==> src/rtl/instruction_register.sv <==
// Instruction register for the multicycle datapath: holds the fetched word and slices it into decode fields.
// Optional IR_PREV_EN macro adds out_prev_instruction, the word displaced by the most recent load.
module instruction_register #(
    parameter int              INSTR_W     = 16,
    parameter int              FIELD_W     = 4,
    parameter logic [INSTR_W-1:0] RESET_VALUE = 16'h0000
) (
    input  logic               CLK,
    input  logic               RST_N,
    input  logic               IRWrite,
    input  logic [INSTR_W-1:0] in_instruction,
    output logic [FIELD_W-1:0] out_opcode,
    output logic [FIELD_W-1:0] out_Reg1,
    output logic [FIELD_W-1:0] out_Reg2,
    output logic [FIELD_W-1:0] out_RegRd,
    output logic [INSTR_W-1:0] out_instruction,
`ifdef IR_PREV_EN
    output logic [INSTR_W-1:0] out_prev_instruction,
`endif
    output logic               out_valid
);

    // Field order matches the word layout, MSB first: rd | rs1 | rs2 | opcode.
    typedef struct packed {
        logic [FIELD_W-1:0] rd;
        logic [FIELD_W-1:0] r1;
        logic [FIELD_W-1:0] r2;
        logic [FIELD_W-1:0] op;
    } ir_fields_t;

    ir_fields_t ir;
    logic       valid;

    always_ff @(posedge CLK or negedge RST_N) begin
        if (!RST_N) begin
            ir    <= ir_fields_t'(RESET_VALUE);
            valid <= 1'b0;
        end else if (IRWrite) begin
            ir    <= ir_fields_t'(in_instruction);
            valid <= 1'b1;
        end
    end

`ifdef IR_PREV_EN
    logic [INSTR_W-1:0] prev;

    always_ff @(posedge CLK or negedge RST_N) begin
        if (!RST_N)
            prev <= '0;
        else if (IRWrite)
            prev <= ir;
    end

    assign out_prev_instruction = prev;
`endif

    // Decode is pure slicing of the held word; in_instruction never reaches an output directly.
    assign out_RegRd       = ir.rd;
    assign out_Reg1        = ir.r1;
    assign out_Reg2        = ir.r2;
    assign out_opcode      = ir.op;
    assign out_instruction = ir;
    assign out_valid       = valid;

endmodule

==> config.mk <==
export PLATFORM = sky130hd
export DESIGN_NAME = instruction_register
export DESIGN_NICKNAME = d
export VERILOG_FILES = /design/src/rtl/instruction_register.sv
export SDC_FILE = /design/constraint.sdc
export NUM_CORES = 1
export LEC_CHECK = 0
export ABC_AREA = 0
export CORE_AREA = 5 5 63 65
export DETAILED_ROUTE_END_ITERATION = 10
export DIE_AREA = 0 0 68 70
export SLEW_MARGIN = 20
export SYNTH_ARGS = -nofsm -noshare
export SYNTH_HDL_FRONTEND = slang
export SYNTH_SLANG_ARGS = --single-unit
==> constraint.sdc <==
create_clock -name CLK -period 0.8 [get_ports CLK]
set_input_delay 0.2 -clock CLK [delete_from_list [all_inputs] [get_ports CLK]]
set_output_delay 0.2 -clock CLK [all_outputs]
set_load 0.02 [all_outputs]
==> results.tsv, run 1 <==
metric	value	unit
die_y	70	um
worstPathCellList	buf_6	
end_kind	output pin	
layout-drive-gt1-share	0.708	
seq_area_frac_synth	0.534	
ys_top_cells_by_area	dfrtp_1 53%, mux2_4 17%, buf_4 15%	
r2r_start	out_opcode[2]$_DFFE_PN0P_	
dieArea	4760	um^2
cts_tree	built	
setup_ws	-0.273	ns
fin_setup_tns	-8.83	ns
synth_edf_count	0	
yosysTopAreaCell	dfrtp_1	
placed_area	1280	um^2
maxCapViolCount	0	
crit_family	flip-flops	
crit_type	flip-flop to output pin	
area.growth.synth_to_final	71.0	%
grt_pass1_vias	590	
synth_area	797	um^2
clk_pin_slew_worst_paths	0.10	ns
crit_fanout	3	
grtUsageTotal	0.0773	
finalClockSkew	0	ns
required	0.60	ns
postSynthAreaPerCell	15.3	um^2
yosys_warnings	0	
worst_path_max_delay_cell	dfrtp_1	
rsz0062_at_grt	true	
wl_per_cell	12.9	um
grt-ovfl-total	0	
synth.most_common_cell	dfrtp_1	
cp.arrival	0.87	ns
peakVddDrop	0.000396	V
violations	setup timing	
cts_max_level	1	
final_cells	142	
core	3280	um^2
hpwl	1440	um
clkLatencyLatePin	0.28	ns
diodes	0	
cts.sinks	17	
drt_first_pass_iters	3	
drc	0	
grt_pass1_wl	2750	um
r2r_cells	2	
cts_max_path_buffers	2	
fin_area	1360	um^2
fmax	932	MHz
drt-initial-drc-count	8	
finalPower	2.33	mW
ys_top_cells_by_count	17 x dfrtp_1, 16 x buf_4, 9 x mux2_4	
post_drt_via_cell_ratio	3.70	
synth_top_area_frac	0.534	
antenna_found_initial	0	
p_leak	0.621	nW
dp_cells	136	
drt-total-wl	1840	um
pre_cts_slack	-0.570	ns
die_w	68	um
initial_core_util	0.243	
port_buffers	51	
fin_nets	116	
synthCells	52	
ff2ff_setup_slack	-0.13	ns
cts_buffers	3	
whs	0.254	ns
setup_viol	44	
gp_congestion	0.583	
slew_violations	0	
period_needed	1.07	ns
fin_crit_sh	1.34	
row_count	21	
hold_viol_final	0	
ys.flop_type	dfrtp_1	
start_kind	flip-flop	
syn-num-nets	71	
drtAntennaViolNets	0	
slowest_delay	0.44	ns
worst_pin_slew	0.166	ns
power_density	1710	nW/um^2
r2r-end	out_opcode[2]$_DFFE_PN0P_	
synth_seq_cells	17	
vias	526	
crit_buf_inv	1	
hold_path.class	input port to asynchronous set/reset pin	
final_util	0.415	
root_buffer	clkbuf_4	
timing.slew.headroom	0.889	
async_reset_ff_frac	1.00	
status	finished, violations left	
grt_max_degree	12	
synth_cell_type_count	7	
ios	52	
-- sequential cells by signal (all words and copies together) (netlist names) --
| register | count |
|---|---|
| out_Reg1 | 4 |
| out_Reg2 | 4 |
| out_RegRd | 4 |
| out_opcode | 4 |
| out_valid | 1 |
-- kinds of logic (layout without fill, tap and decap cells) --
family	after synthesis	in the layout	share of synthesized area
buffers and inverters	18	62	0.190
flip-flops	17	17	0.534
multiplexers	16	16	0.268
AND/OR/NAND/NOR	1	1	0.00785
-- per-layer routing --
layer / track usage / share of wire / vias up
met5: 0 / 0 / -
met1: 0.0958 / 0.44 / 248
met3: 0.0240 / 0.12 / 2
li1: - / - / 243
met2: 0.118 / 0.43 / 33
met4: 0.0397 / 0.0093 / 0
-- final cells by class --
class | count | area (um^2)
clock buffer | 3 | 22.5
clock inverter | 1 | 5.00
fill | 319 | 1920
multi-input combinational | 17 | 220
sequential | 17 | 434
tap | 46 | 57.6
timing repair buffer | 58 | 623
-- worst max-delay path by stage --
stage / startpoint / to / slack (ns) / cells after the start
2_1_floorplan: IRWrite / out_Reg1[0]$_DFFE_PN0P_ / -0.06 / 3
3_3_place_gp: IRWrite / out_Reg2[3]$_DFFE_PN0P_ / -0.55 / 3
3_5_place_dp: IRWrite / out_Reg2[0]$_DFFE_PN0P_ / -0.57 / 3
4_1_cts: out_Reg1[2]$_DFFE_PN0P_ / out_instruction[10] / -0.29 / 1
5_1_grt: out_Reg1[1]$_DFFE_PN0P_ / out_instruction[9] / -0.32 / 1
6_report: out_Reg1[1]$_DFFE_PN0P_ / out_instruction[9] / -0.27 / 1
-- repair_timing --
item | 4_1_cts | 5_1_grt
hold buffers | 0 | 0
setup buffers | 1 | 3
hold endpoints to repair | 0 | 0
endpoints found under the setup margin | 50 | 48
gates resized for setup | 179 | 15
gates cloned | 1 | 0
pin swaps | 0 | 0
-- report_power, final --
group          internal [mW]  total (mW)  leakage, nW  switching [mW]
Combinational          0.497       0.848        0.415           0.351
Clock                  0.185       0.445       0.0177           0.260
Sequential             0.947        1.04        0.189          0.0894
-- layout by cell type, fill, tap and decap left out --
| cell type | Yosys | routed |
|---|---|---|
| buf_6 | 1 | 29 |
| clkdlybuf4s50_1 | 0 | 17 |
| dfrtp_1 | 17 | 10 |
| mux2_4 | 9 | 9 |
| mux2_2 | 7 | 7 |
| dfrtp_2 | 0 | 7 |
| buf_2 | 0 | 5 |
| clkbuf_4 | 0 | 3 |
| buf_4 | 16 | 3 |
| buf_12 | 1 | 2 |
| or2_1 | 1 | 1 |
| clkinv_2 | 0 | 1 |
| buf_16 | 0 | 1 |
| clkdlybuf4s15_2 | 0 | 1 |
No activity file was read; power rests on OpenSTA's default activity.
==> run 2, diff against run 1 <==
--- a/config.mk
+++ b/config.mk
@@ -9,6 +9,7 @@
 export CORE_AREA = 5 5 63 65
 export DETAILED_ROUTE_END_ITERATION = 10
 export DIE_AREA = 0 0 68 70
+export REMOVE_ABC_BUFFERS = 1
 export SLEW_MARGIN = 20
 export SYNTH_ARGS = -nofsm -noshare
 export SYNTH_HDL_FRONTEND = slang
==> run 2 against run 1 <==
Net effect: the run still ends with setup timing left; clock skew is the same; setup slack is essentially flat; sequential power is essentially flat.
==> results.tsv, run 2 (synthesis gave the netlist of run 1 again) <==
metric	value	unit	change
worst_path_max_delay_cell	dfrtp_1		unchanged
fin_setup_tns	-9.49	ns	was -8.83 ns
peakVddDrop	0.000556	V	was 0.000396 V
finalClockSkew	0	ns	unchanged
die_y	70	um	unchanged
period_needed	1.07	ns	about the same
regArea	425	um^2	was 434 um^2
p_leak	0.652	nW	was 0.621 nW
final_cells	147		was 142
grt_pass1_vias	639		was 590
cp.arrival	0.87	ns	about the same
port_buffers	51		unchanged
drt-total-wl	2010	um	was 1840 um
cts_max_path_buffers	2		unchanged
timing.slew.headroom	0.893		was 0.889
crit_fanout	3		unchanged
crit_buf_inv	1		unchanged
clkLatencyLatePin	0.28	ns	about the same
grtUsageTotal	0.0837		was 0.0773
vias	554		was 526
cts.sinks	17		unchanged
start_kind	flip-flop		unchanged
grt-ovfl-total	0		unchanged
initial_core_util	0.243		unchanged
slew_violations	0		unchanged
antenna_found_initial	0		unchanged
layout_common_cells	29 x buf_6, 17 x clkdlybuf4s50_1, 17 x dfrtp_1		was 29 x buf_6, 17 x clkdlybuf4s50_1, 10 x dfrtp_1
multi_input_area	224	um^2	was 220 um^2
r2r_cells	3		was 2
crit_family	flip-flops		unchanged
drt_first_pass_iters	2		was 3
cts_max_level	1		unchanged
drt-initial-drc-count	14		was 8
hpwl	1480	um	was 1440 um
setup_ws	-0.273	ns	about the same
fin_crit_sh	1.34		about the same
rsz0062_at_grt	true		unchanged
fill_cells	326		was 319
hold_viol_final	0		unchanged
dieArea	4760	um^2	unchanged
area.growth.synth_to_final	74.6	%	was 71.0%
cts_buffers	3		unchanged
status	finished, violations left		unchanged
slowest_delay	0.44	ns	about the same
drc	0		unchanged
power_density	1710	nW/um^2	about the same
diodes	0		unchanged
maxCapViolCount	0		unchanged
setup_viol	45		was 44
fin_nets	121		was 116
ff2ff_setup_slack	-0.25	ns	was -0.13 ns
wl_per_cell	13.7	um	was 12.9 um
crit_cells	1		unchanged
worstPathCellList	buf_6		unchanged
worst_pin_slew	0.161	ns	was 0.166 ns
core	3280	um^2	unchanged
required	0.60	ns	about the same
layout-drive-gt1-share	0.644		was 0.708
row_count	21		unchanged
gp_congestion	0.605		was 0.583
end_kind	output pin		unchanged
layout_commonest_cell	buf_6		unchanged
fmax	932	MHz	about the same
whs	0.251	ns	was 0.254 ns
ios	52		unchanged
cts_tree	built		unchanged
violations	setup timing		unchanged
hold_path.class	input port to asynchronous set/reset pin		unchanged
grt_pass1_wl	2990	um	was 2750 um
dp_cells	139		was 136
post_drt_via_cell_ratio	3.77		was 3.70
clk_pin_slew_worst_paths	0.10	ns	about the same
die_w	68	um	unchanged
drtAntennaViolNets	0		unchanged
crit_type	flip-flop to output pin		unchanged
grt_max_degree	18		was 12
root_buffer	clkbuf_4		unchanged
-- run 2: changes by cell type in the layout (fill, tap and decap cells not counted) --
cell / change
clkinv_2: -1
buf_4: +4
buf_2: +1
mux2_2: -1
dfrtp_1: +7
dfrtp_2: -7
clkbuf_1: +1
mux2_4: +1
-- run 2: power breakdown --
part / switching (mW) / internal, mW
Clock: 0.263 / 0.193
Combinational: 0.365 / 0.523
Sequential: 0.0900 / 0.940
-- run 2: layer usage --
metal	global-route usage	routed length, um	up-vias
met4	0.0331	8	0
met1	0.0897	803	271
met5	0	0	-
met2	0.147	1060	28
li1	-	-	253
met3	0.0272	139	2
-- run 2: area by class of cell --
cell class / count / area share
multi-input combinational: 17 / 0.161
clock buffer: 4 / 0.0189
tap: 46 / 0.0414
sequential: 17 / 0.306
timing repair buffer: 63 / 0.473
-- run 2: path summary, 6_finish.rpt --
kind / from / endpoint
setup / recovery: out_Reg1[2]$_DFFE_PN0P_ / out_instruction[10]
hold / removal: RST_N / out_RegRd[1]$_DFFE_PN0P_
setup reg to reg: out_Reg1[2]$_DFFE_PN0P_ / out_Reg1[2]$_DFFE_PN0P_
hold reg to reg: out_RegRd[3]$_DFFE_PN0P_ / out_RegRd[3]$_DFFE_PN0P_
max in group asynchronous: RST_N / out_opcode[3]$_DFFE_PN0P_
min in group CLK: IRWrite / out_valid$_DFFE_PN0P_
-- run 2: metrics by stage --
step / total power [mW] / util / cell area [um^2] / worst slack [ns]
4_1_cts: 2.36 / 0.403 / 1320 / -0.290
2_1_floorplan: 1.34 / - / 646 / -0.141
6_report: 2.37 / 0.424 / 1390 / -0.273
3_5_place_dp: 1.88 / 0.395 / 1300 / -0.560
3_3_place_gp: 1.87 / 0.395 / 1300 / -0.544
5_1_grt: 2.50 / 0.424 / 1390 / -0.326
-- run 2: what timing repair did --
item	CTS	global route
setup endpoints to repair	50	46
setup buffers	7	2
resized for setup	174	19
hold buffers	0	0
gates cloned	1	0
